**config.mk**
```make
export PLATFORM = sky130hd
export DESIGN_NAME = datapath_mc
export DESIGN_NICKNAME = d
export VERILOG_FILES = /design/src/rtl/datapath_mc_pkg.sv /design/src/rtl/datapath_mc_rf_param.sv /design/src/rtl/datapath_mc.sv
export SDC_FILE = /design/constraint.sdc
export NUM_CORES = 2
export LEC_CHECK = 0
export CAP_MARGIN = 40
export CORE_MARGIN = 5
export CORE_UTILIZATION = 58
export DETAILED_ROUTE_END_ITERATION = 7
export PLACE_DENSITY = 0.84
export SETUP_SLACK_MARGIN = 0.15
export SYNTH_ARGS = -nofsm -noshare
export SYNTH_HDL_FRONTEND = slang
export SYNTH_SLANG_ARGS = --single-unit
```
**constraint.sdc**
```tcl
create_clock -name clk -period 2.4 [get_ports clk]
set_clock_uncertainty 0.15 [all_clocks]
set_input_delay 0.24 -clock clk [delete_from_list [all_inputs] [get_ports clk]]
set_output_delay 0.24 -clock clk [all_outputs]
set_load 0.01 [all_outputs]
```
**src/rtl/datapath_mc_pkg.sv**
```systemverilog
// Shared encodings for the multi-cycle datapath: register-source selects and
// the memory handshake FSM state.
package datapath_mc_pkg;

  typedef enum logic [1:0] {
    PC_HOLD = 2'd0,
    PC_INC  = 2'd1,
    PC_ALU  = 2'd2,
    PC_RFA  = 2'd3
  } pc_sel_e;

  typedef enum logic [1:0] {
    MA_HOLD  = 2'd0,
    MA_PC    = 2'd1,
    MA_ALU   = 2'd2,
    MA_HOLD3 = 2'd3
  } ma_sel_e;

  typedef enum logic [2:0] {
    RF_NONE = 3'd0,
    RF_ALU  = 3'd1,
    RF_HI   = 3'd2,
    RF_LO   = 3'd3,
    RF_MD   = 3'd4
  } rf_sel_e;

  typedef enum logic [1:0] {
    ST_IDLE  = 2'd0,
    ST_READ  = 2'd1,
    ST_WRITE = 2'd2
  } mem_state_e;

endpackage

```
**src/rtl/datapath_mc_rf_param.sv**
```systemverilog
// Register file: two combinational read ports, one clocked write port,
// register 0 hard-wired to zero.
module rf_param #(
  parameter int DATA_W    = 32,
  parameter int RF_ADDR_W = 4
) (
  input  logic                 clk,
  input  logic                 clr,
  input  logic                 we,
  input  logic [RF_ADDR_W-1:0] a_addr,
  input  logic [RF_ADDR_W-1:0] b_addr,
  input  logic [RF_ADDR_W-1:0] z_addr,
  input  logic [DATA_W-1:0]    z_data,
  output logic [DATA_W-1:0]    a_data,
  output logic [DATA_W-1:0]    b_data
);

  localparam int NREG = 1 << RF_ADDR_W;

  logic [DATA_W-1:0] regs_q [NREG];
  logic [DATA_W-1:0] regs_d [NREG];

  always_comb begin
    regs_d = regs_q;
    if (we && (z_addr != '0)) regs_d[z_addr] = z_data;
  end

  always_ff @(posedge clk or negedge clr) begin
    if (!clr) begin
      for (int i = 0; i < NREG; i++) regs_q[i] <= '0;
    end else begin
      regs_q <= regs_d;
    end
  end

  assign a_data = (a_addr == '0) ? '0 : regs_q[a_addr];
  assign b_data = (b_addr == '0) ? '0 : regs_q[b_addr];

endmodule

```
**src/rtl/datapath_mc.sv**
```systemverilog
// Multi-cycle CPU datapath: PC/MA/MD/IR/HI/LO registers, register file,
// ALU operand muxing and a req/ack memory handshake with timeout.
module datapath_mc
  import datapath_mc_pkg::*;
#(
  parameter int DATA_W    = 32,
  parameter int RF_ADDR_W = 4,
  parameter int PC_STEP   = 4,
  parameter int TIMEOUT   = 16
) (
  input  logic                 clk,
  input  logic                 clr,
  input  logic [1:0]           pc_sel,
  input  logic [1:0]           ma_sel,
  input  logic                 md_sel,
  input  logic                 alu_a_sel,
  input  logic                 alu_b_sel,
  input  logic [2:0]           rf_sel,
  input  logic [RF_ADDR_W-1:0] rf_a_addr,
  input  logic [RF_ADDR_W-1:0] rf_b_addr,
  input  logic [RF_ADDR_W-1:0] rf_z_addr,
  input  logic                 ir_en,
  input  logic                 hi_en,
  input  logic                 lo_en,
  input  logic [DATA_W-1:0]    constant_c,
  output logic [DATA_W-1:0]    alu_a,
  output logic [DATA_W-1:0]    alu_b,
  input  logic [DATA_W-1:0]    alu_z,
  input  logic [DATA_W-1:0]    alu_hi,
  input  logic [DATA_W-1:0]    alu_lo,
  input  logic                 mem_rd,
  input  logic                 mem_wr,
  output logic                 mem_req,
  output logic                 mem_we,
  output logic [DATA_W-1:0]    mem_addr,
  output logic [DATA_W-1:0]    mem_wdata,
  input  logic                 mem_ack,
  input  logic [DATA_W-1:0]    mem_rdata,
  output logic                 busy,
  output logic                 mem_err,
  output logic [DATA_W-1:0]    ir_out
);

  localparam int CNT_W = (TIMEOUT > 0) ? $clog2(TIMEOUT + 1) : 1;

  logic [DATA_W-1:0] pc_q, pc_d, ma_q, ma_d, md_q, md_d;
  logic [DATA_W-1:0] ir_q, ir_d, hi_q, hi_d, lo_q, lo_d;
  logic [DATA_W-1:0] rf_a_data, rf_b_data, rf_wdata;
  logic              rf_we, rd_done;
  mem_state_e        state_q, state_d;
  logic [CNT_W-1:0]  wait_cnt_q, wait_cnt_d, cnt_inc;
  logic              mem_err_q, mem_err_d;

  rf_param #(.DATA_W(DATA_W), .RF_ADDR_W(RF_ADDR_W)) u_rf (
    .clk    (clk),
    .clr    (clr),
    .we     (rf_we),
    .a_addr (rf_a_addr),
    .b_addr (rf_b_addr),
    .z_addr (rf_z_addr),
    .z_data (rf_wdata),
    .a_data (rf_a_data),
    .b_data (rf_b_data)
  );

  assign rd_done = (state_q == ST_READ) && mem_ack;

  always_comb begin
    pc_d = pc_q;
    case (pc_sel_e'(pc_sel))
      PC_INC:  pc_d = pc_q + DATA_W'(PC_STEP);
      PC_ALU:  pc_d = alu_z;
      PC_RFA:  pc_d = rf_a_data;
      default: pc_d = pc_q;
    endcase

    ma_d = ma_q;
    case (ma_sel_e'(ma_sel))
      MA_PC:   ma_d = pc_q;
      MA_ALU:  ma_d = alu_z;
      default: ma_d = ma_q;
    endcase

    // A finishing read owns MD even if the control unit also asks for rf_b.
    md_d = md_q;
    if (rd_done)     md_d = mem_rdata;
    else if (md_sel) md_d = rf_b_data;

    ir_d = ir_en ? md_q   : ir_q;
    hi_d = hi_en ? alu_hi : hi_q;
    lo_d = lo_en ? alu_lo : lo_q;

    rf_we    = 1'b1;
    rf_wdata = '0;
    case (rf_sel_e'(rf_sel))
      RF_ALU:  rf_wdata = alu_z;
      RF_HI:   rf_wdata = hi_q;
      RF_LO:   rf_wdata = lo_q;
      RF_MD:   rf_wdata = md_q;
      default: rf_we = 1'b0;
    endcase
  end

  always_comb begin
    state_d    = state_q;
    wait_cnt_d = wait_cnt_q;
    mem_err_d  = 1'b0;
    cnt_inc    = wait_cnt_q + 1'b1;
    case (state_q)
      ST_IDLE: begin
        wait_cnt_d = '0;
        if (mem_rd) begin
          state_d   = ST_READ;
          mem_err_d = mem_wr;
        end else if (mem_wr) begin
          state_d = ST_WRITE;
        end
      end
      ST_READ, ST_WRITE: begin
        if (mem_ack) begin
          state_d    = ST_IDLE;
          wait_cnt_d = '0;
        end else if (TIMEOUT > 0) begin
          if (cnt_inc == CNT_W'(TIMEOUT)) begin
            state_d    = ST_IDLE;
            wait_cnt_d = '0;
            mem_err_d  = 1'b1;
          end else begin
            wait_cnt_d = cnt_inc;
          end
        end
      end
      default: state_d = ST_IDLE;
    endcase
  end

  always_ff @(posedge clk or negedge clr) begin
    if (!clr) begin
      pc_q       <= '0;
      ma_q       <= '0;
      md_q       <= '0;
      ir_q       <= '0;
      hi_q       <= '0;
      lo_q       <= '0;
      state_q    <= ST_IDLE;
      wait_cnt_q <= '0;
      mem_err_q  <= 1'b0;
    end else begin
      pc_q       <= pc_d;
      ma_q       <= ma_d;
      md_q       <= md_d;
      ir_q       <= ir_d;
      hi_q       <= hi_d;
      lo_q       <= lo_d;
      state_q    <= state_d;
      wait_cnt_q <= wait_cnt_d;
      mem_err_q  <= mem_err_d;
    end
  end

  assign alu_a     = alu_a_sel ? pc_q : rf_a_data;
  assign alu_b     = alu_b_sel ? constant_c : rf_b_data;
  assign mem_req   = (state_q != ST_IDLE);
  assign mem_we    = (state_q == ST_WRITE);
  assign busy      = mem_req;
  assign mem_err   = mem_err_q;
  assign mem_addr  = ma_q;
  assign mem_wdata = md_q;
  assign ir_out    = ir_q;

endmodule

```
==> results of run 1 <==
routing by layer:
metal,overflow,GRT usage [%]
met5,1,43.38
met4,44,64.71
met1,0,63.89
met2,25,79.12
met3,2,60.80
through the flow:
stage | hold slack, ns | utilization, % | cells | setup TNS (ns) | instance area [um^2]
2_1_floorplan | -0.2056 | - | 3359 | 0 | 36510
3_3_place_gp | 0.03925 | 70.09 | 4656 | -279.12 | 43970
3_5_place_dp | 0.04398 | 70.22 | 4662 | -214.92 | 44050
4_1_cts | 0.008924 | 76.54 | 4881 | -14.71 | 48020
cells in the mapped netlist (33+ instances only):
cell / n / area share, %
sky130_fd_sc_hd__nand2_1: 347 / 3.6
sky130_fd_sc_hd__nor2_1: 328 / 3.4
sky130_fd_sc_hd__buf_2: 108 / 1.5
sky130_fd_sc_hd__clkbuf_1: 153 / 1.6
sky130_fd_sc_hd__o21ai_0: 331 / 4.5
sky130_fd_sc_hd__nor3b_1: 33 / 0.68
sky130_fd_sc_hd__mux2_2: 157 / 4.8
sky130_fd_sc_hd__mux2i_1: 131 / 3.6
sky130_fd_sc_hd__a21oi_1: 379 / 5.2
sky130_fd_sc_hd__a22o_1: 42 / 1.0
sky130_fd_sc_hd__inv_1: 52 / 0.53
sky130_fd_sc_hd__dfrtp_1: 703 / 48
sky130_fd_sc_hd__buf_4: 34 / 0.70
sky130_fd_sc_hd__mux4_2: 203 / 13
sky130_fd_sc_hd__a221oi_1: 39 / 0.94
timing repair:
action | in CTS
endpoints found under the setup margin | 231
buffers inserted | 93
pin swaps | 54
endpoints found under the hold margin | 615
hold buffers | 1
gates resized for setup | 548
kinds of logic after synthesis:
group                      after synthesis  share of synthesized area [%]
DFF                                    703                          48.18
xor gates and xnor gates                23                         0.5723
muxes                                  491                          20.96
and+or+nand+nor                        826                          9.856
buffers and inverters                  389                          4.907
AOI/OAI and AO/OA                      920                          15.29
adders and majority gates                7                         0.2399
==> parameters.txt, run 1 <==
Parameter                              Value

Clock tree
  CTS sink count    703
  Total clock buffers created by CTS    71
  Root cell of the clock tree    sky130_fd_sc_hd__clkbuf_16
  Buffers from clock root to sink, at most    3
  CTS H-Tree Depth    3

Global route
  Maximum number of pins on one net before global-route repair    85
  Global-route usage over all layers    67.15%
  Global route total overflow    72

Synth
  Proportion of synthesized flip-flops having asynchronous set or reset    100.0%
  Post-Syn Area    36,510 um^2
  Proportion of synthesized chip area in sequential cells    48.18%
  Yosys warning total    0
  Library cells used by synthesis    74
  Number of nets produced by synthesis    3,556
  Mapped Avg Cell Area    10.87 um^2
  Post-synthesis register bit count    703
  Gate count of the mapped netlist    3,359
  Number of flops mapped to enable cells by yosys    0
  Most used flip-flop cell after synthesis    sky130_fd_sc_hd__dfrtp_1

Die
  Number of cell rows    92
  Die Width    260.9 um
  Overall die height    260.9 um
  Initial core utilization    58.20%
  Number of primary I/O pins    354

Status
  Status    stopped before the end
  Error that halted the flow    [ERROR GRT-0232] Routing congestion too high. Check the congestion heatmap in the GUI.
  Stage at which the flow ended    5_1_grt

Placement
  I/O Buffers    353
  Final weighted congestion in routability-driven placement    1.076
  Detailed Place HPWL    89,980 um
  Worst Setup Slack post-DPL    -0.7848 ns

STA
  Type of pin the worst path ends at    primary output
  Worst-path endpoint after global-route repair_timing    alu_a[1]
==> run 2, diff against run 1 <==
Settings changed: CORE_UTILIZATION 58 to 40, PLACE_DENSITY 0.84 to not set, PLACE_DENSITY_LB_ADDON set to 0.15, SETUP_SLACK_MARGIN 0.15 to not set.
==> run 2 against run 1 <==
Effect of this change:
- the flow now finishes, with violations (setup timing)
- area after synthesis stayed put
- synthesized cell count stayed put
==> parameters.txt, run 2 <==
Parameter                              Value

Die
  Die Width    312.1 um
  Core footprint    90,290 um^2
  Number of cell rows    110
  Total die area    97,420 um^2
  Number of primary I/O pins    354
  Overall die height    312.1 um
  Initial core utilization    40.44%

Drt
  1st-iter DRT viols    2,445
  Drt pass-1 iters    5
  Average wire per standard cell    25.00 um
  Remaining design rule violation count    0
  Sum of routed wire length over all layers    133,900 um
  Average vias per placed instance    5.635
  Total number of vias    30,187
  Post-route ant nets    0

Pwr
  Combinational group share of total power    32.7%
  Static leakage power    0.02172 uW
  Net switching component of the power    13,900 uW
  Power share of the sequential group    38.5%
  Worst IR Drop VDD    485.5 uV
  Clock group share of total power    28.8%
  Pwr/cell area    879.3 nW/um^2
  Switching fraction of total power    31.41%
  Power Internal    30,350 uW

STA
  Post-route clock period utilization    118.7%
  Number of pins exceeding their max-slew limit in the final report    0
  Actual transition at the worst max-transition pin    0.9505 ns
  Summed negative setup slack over all endpoints    -14.06 ns
  RSZ-0062 raised after global routing    yes
  Relative slew slack    36.63%
  Shortest period the worst path allows    2.850 ns
  Hold Fails Final Rpt    0
  Final setup violation count    64
  Final worst-path setup slack    -0.4496 ns
  Maximum achievable frequency    350.9 MHz

Clock tree
  CTS H-Tree Depth    3
  Buffers from clock root to sink, at most    3
  CTS sink count    703
  Root cell of the clock tree    sky130_fd_sc_hd__clkbuf_16
  Clock input transition at the sequential cells of the worst setup and hold paths    0.06 ns
  Total clock buffers created by CTS    80
  Clock network latency to the later pin of the worst-skew pair    0.64 ns
  Clock tree from TritonCTS    yes

Placement
  Worst Setup Slack post-DPL    -0.6374 ns
  Final weighted congestion in routability-driven placement    0.9051
  I/O Buffers    353
  Detailed Place HPWL    97,060 um
  Instance area at placement    45,780 um^2

Synth
  Gate count of the mapped netlist    3,359
  Most used flip-flop cell after synthesis    sky130_fd_sc_hd__dfrtp_1
  Proportion of synthesized flip-flops having asynchronous set or reset    100.0%
  Proportion of synthesized chip area in sequential cells    48.18%
  Number of nets produced by synthesis    3,556
  Synth top area cells    sky130_fd_sc_hd__dfrtp_1 (48%), sky130_fd_sc_hd__mux4_2 (13%), sky130_fd_sc_hd__a21oi_1 (5.2%), sky130_fd_sc_hd__mux2_2 (4.8%), sky130_fd_sc_hd__o21ai_0 (4.5%)
  Mapped Avg Cell Area    10.87 um^2
  Post-synthesis register bit count    703
  Yosys warning total    0
  Number of flops mapped to enable cells by yosys    0
  Post-Syn Area    36,510 um^2
  Synth area leader    sky130_fd_sc_hd__dfrtp_1
  Library cell with the highest instance count after synthesis    sky130_fd_sc_hd__dfrtp_1
  Library cells used by synthesis    74
  Leading cell types by count after synthesis    sky130_fd_sc_hd__dfrtp_1 (703), sky130_fd_sc_hd__a21oi_1 (379), sky130_fd_sc_hd__nand2_1 (347)
  Area share of the largest cell type after synthesis    48.18%

Critical path
  Data required time at the worst endpoint    2.01 ns
  Worst reg2reg setup slack    0.16 ns
  Arrival time reported for the critical path endpoint    2.46 ns
  Critical path capture point type    primary output
  Worst-path maximum fanout    2
  CP Launch Type    flip-flop
  Critical path class    flip-flop to primary output

Status
  Status    finished, violations left
  Violated checks    setup timing

Layout
  Post-route cell area    50,330 um^2
  Area growth, synth to finish    37.84%
  Fill cell instance count of the final layout    7,739
  Count of nets after finishing    4,313
  Commonest non-fill, non-tap cell in the layout    sky130_fd_sc_hd__dfrtp_1
  Combined area of the multi-input logic cells    18,350 um^2
  Flip-flop count of the largest register after layout    503
  Highest-count cells in the layout ignoring fill and taps    sky130_fd_sc_hd__dfrtp_1 (703), sky130_fd_sc_hd__buf_4 (472), sky130_fd_sc_hd__a21oi_1 (366)
  Register area    17,590 um^2
  Largest register by flop count    u_rf.regs_q
  Share of layout cells above drive strength 1    34.64%

Job
  Maximum Capacitance Violations    0

Worst hold path
  Worst min-delay path category    primary input to flip-flop

Global route
  Global route total overflow    0
  Maximum number of pins on one net before global-route repair    68
  Global-route usage over all layers    26.91%
  Number of global-route vias before repair    30,331
  Number of antenna violations at the first check in global routing    3
  First-pass GRT wire length    200,600 um
==> run 2: cell counts after synthesis <==
No cell type changed its count.
==> run 2: critical path: stages, from the launching register on <==
cell and delay, ns:
sky130_fd_sc_hd__dfrtp_1 0.39, sky130_fd_sc_hd__buf_4 0.14, sky130_fd_sc_hd__mux4_2 0.49, sky130_fd_sc_hd__mux2i_4 0.22, sky130_fd_sc_hd__o22ai_4 0.15, sky130_fd_sc_hd__mux2_4 0.31, sky130_fd_sc_hd__buf_6 0.13
==> run 2: layout make-up <==
type                            count  share of cell area [%]
Timing Repair Buffer             1011                   19.91
Inverter                           53                  0.3953
Antenna cell                        4                 0.01989
Clock inverter                     28                  0.7086
Multi-Input combinational cell   2267                   36.46
Sequential cell                   703                   34.96
Clock buffer                      115                   4.624
Tap cell                         1176                   2.924
==> run 2: final timing paths <==
check | start | to | cells after the start
min in group asynchronous | clr | hi_q[3]$_DFFE_PN0P_ | 3
setup reg to reg | u_rf.regs_q[10]$_DFFE_PN0P_ | mem_wdata[10]$_DFFE_PN0P_ | 13
hold reg to reg | u_rf.regs_q[505]$_DFFE_PN0P_ | u_rf.regs_q[505]$_DFFE_PN0P_ | 0
max in group asynchronous | clr | u_rf.regs_q[412]$_DFFE_PN0P_ | 4
setup / recovery | u_rf.regs_q[64]$_DFFE_PN0P_ | alu_a[0] | 6
hold / removal | mem_rdata[5] | mem_wdata[5]$_DFFE_PN0P_ | 3
==> run 2: repair_timing <==
action	CTS	global route
hold buffers	3	0
cloned	0	0
endpoints found under the hold margin	674	0
resized for setup	549	153
setup endpoints to repair	66	71
setup buffers	50	34
pin swaps	51	39
==> run 2: layer usage <==
layer / wire length (um) / vias to the layer above / GRT usage (%) / part of all wire [%]
met3: 9981 / 175 / 5.526 / 7.5
met2: 63990 / 1081 / 44.52 / 48
met4: 3318 / 2 / 6.758 / 2.5
met1: 56630 / 15220 / 36.66 / 42
li1: - / 13709 / - / -
met5: 13 / - / 0 / 0.0097
==> run 2: stage by stage <==
stage | total power (uW) | util [%] | std cells | hold WS, ns
floorplan | 23230 | - | 3359 | -0.2056
global placement | 29850 | 50.65 | 5131 | -0.001764
detailed placement | 30160 | 50.70 | 5137 | -0.001647
CTS | 43840 | 54.90 | 5327 | 0.01932
global route | 46390 | 55.74 | 5356 | 0.04410
finish | 44250 | 55.74 | 5357 | 0.04862
==> run 2: logic make-up after synthesis <==
family	Yosys count	synth area share, %
compound gates	920	15.29
simple gates	826	9.856
flops	703	48.18
mux	491	20.96
buf+inv	389	4.907
xor+xnor	23	0.5723
fa+ha+maj	7	0.2399
==> run 2: power by group through the flow <==
stage | logic [uW] | registers [uW] | clock network (uW)
after floorplan | 6480 | 16800 | 0
after global placement | 12800 | 17000 | 0
after detailed placement | 13000 | 17100 | 0
after CTS | 13900 | 17000 | 13000
after global routing | 15600 | 17400 | 13400
final | 14500 | 17000 | 12800
(Power assumes the default switching activity.)
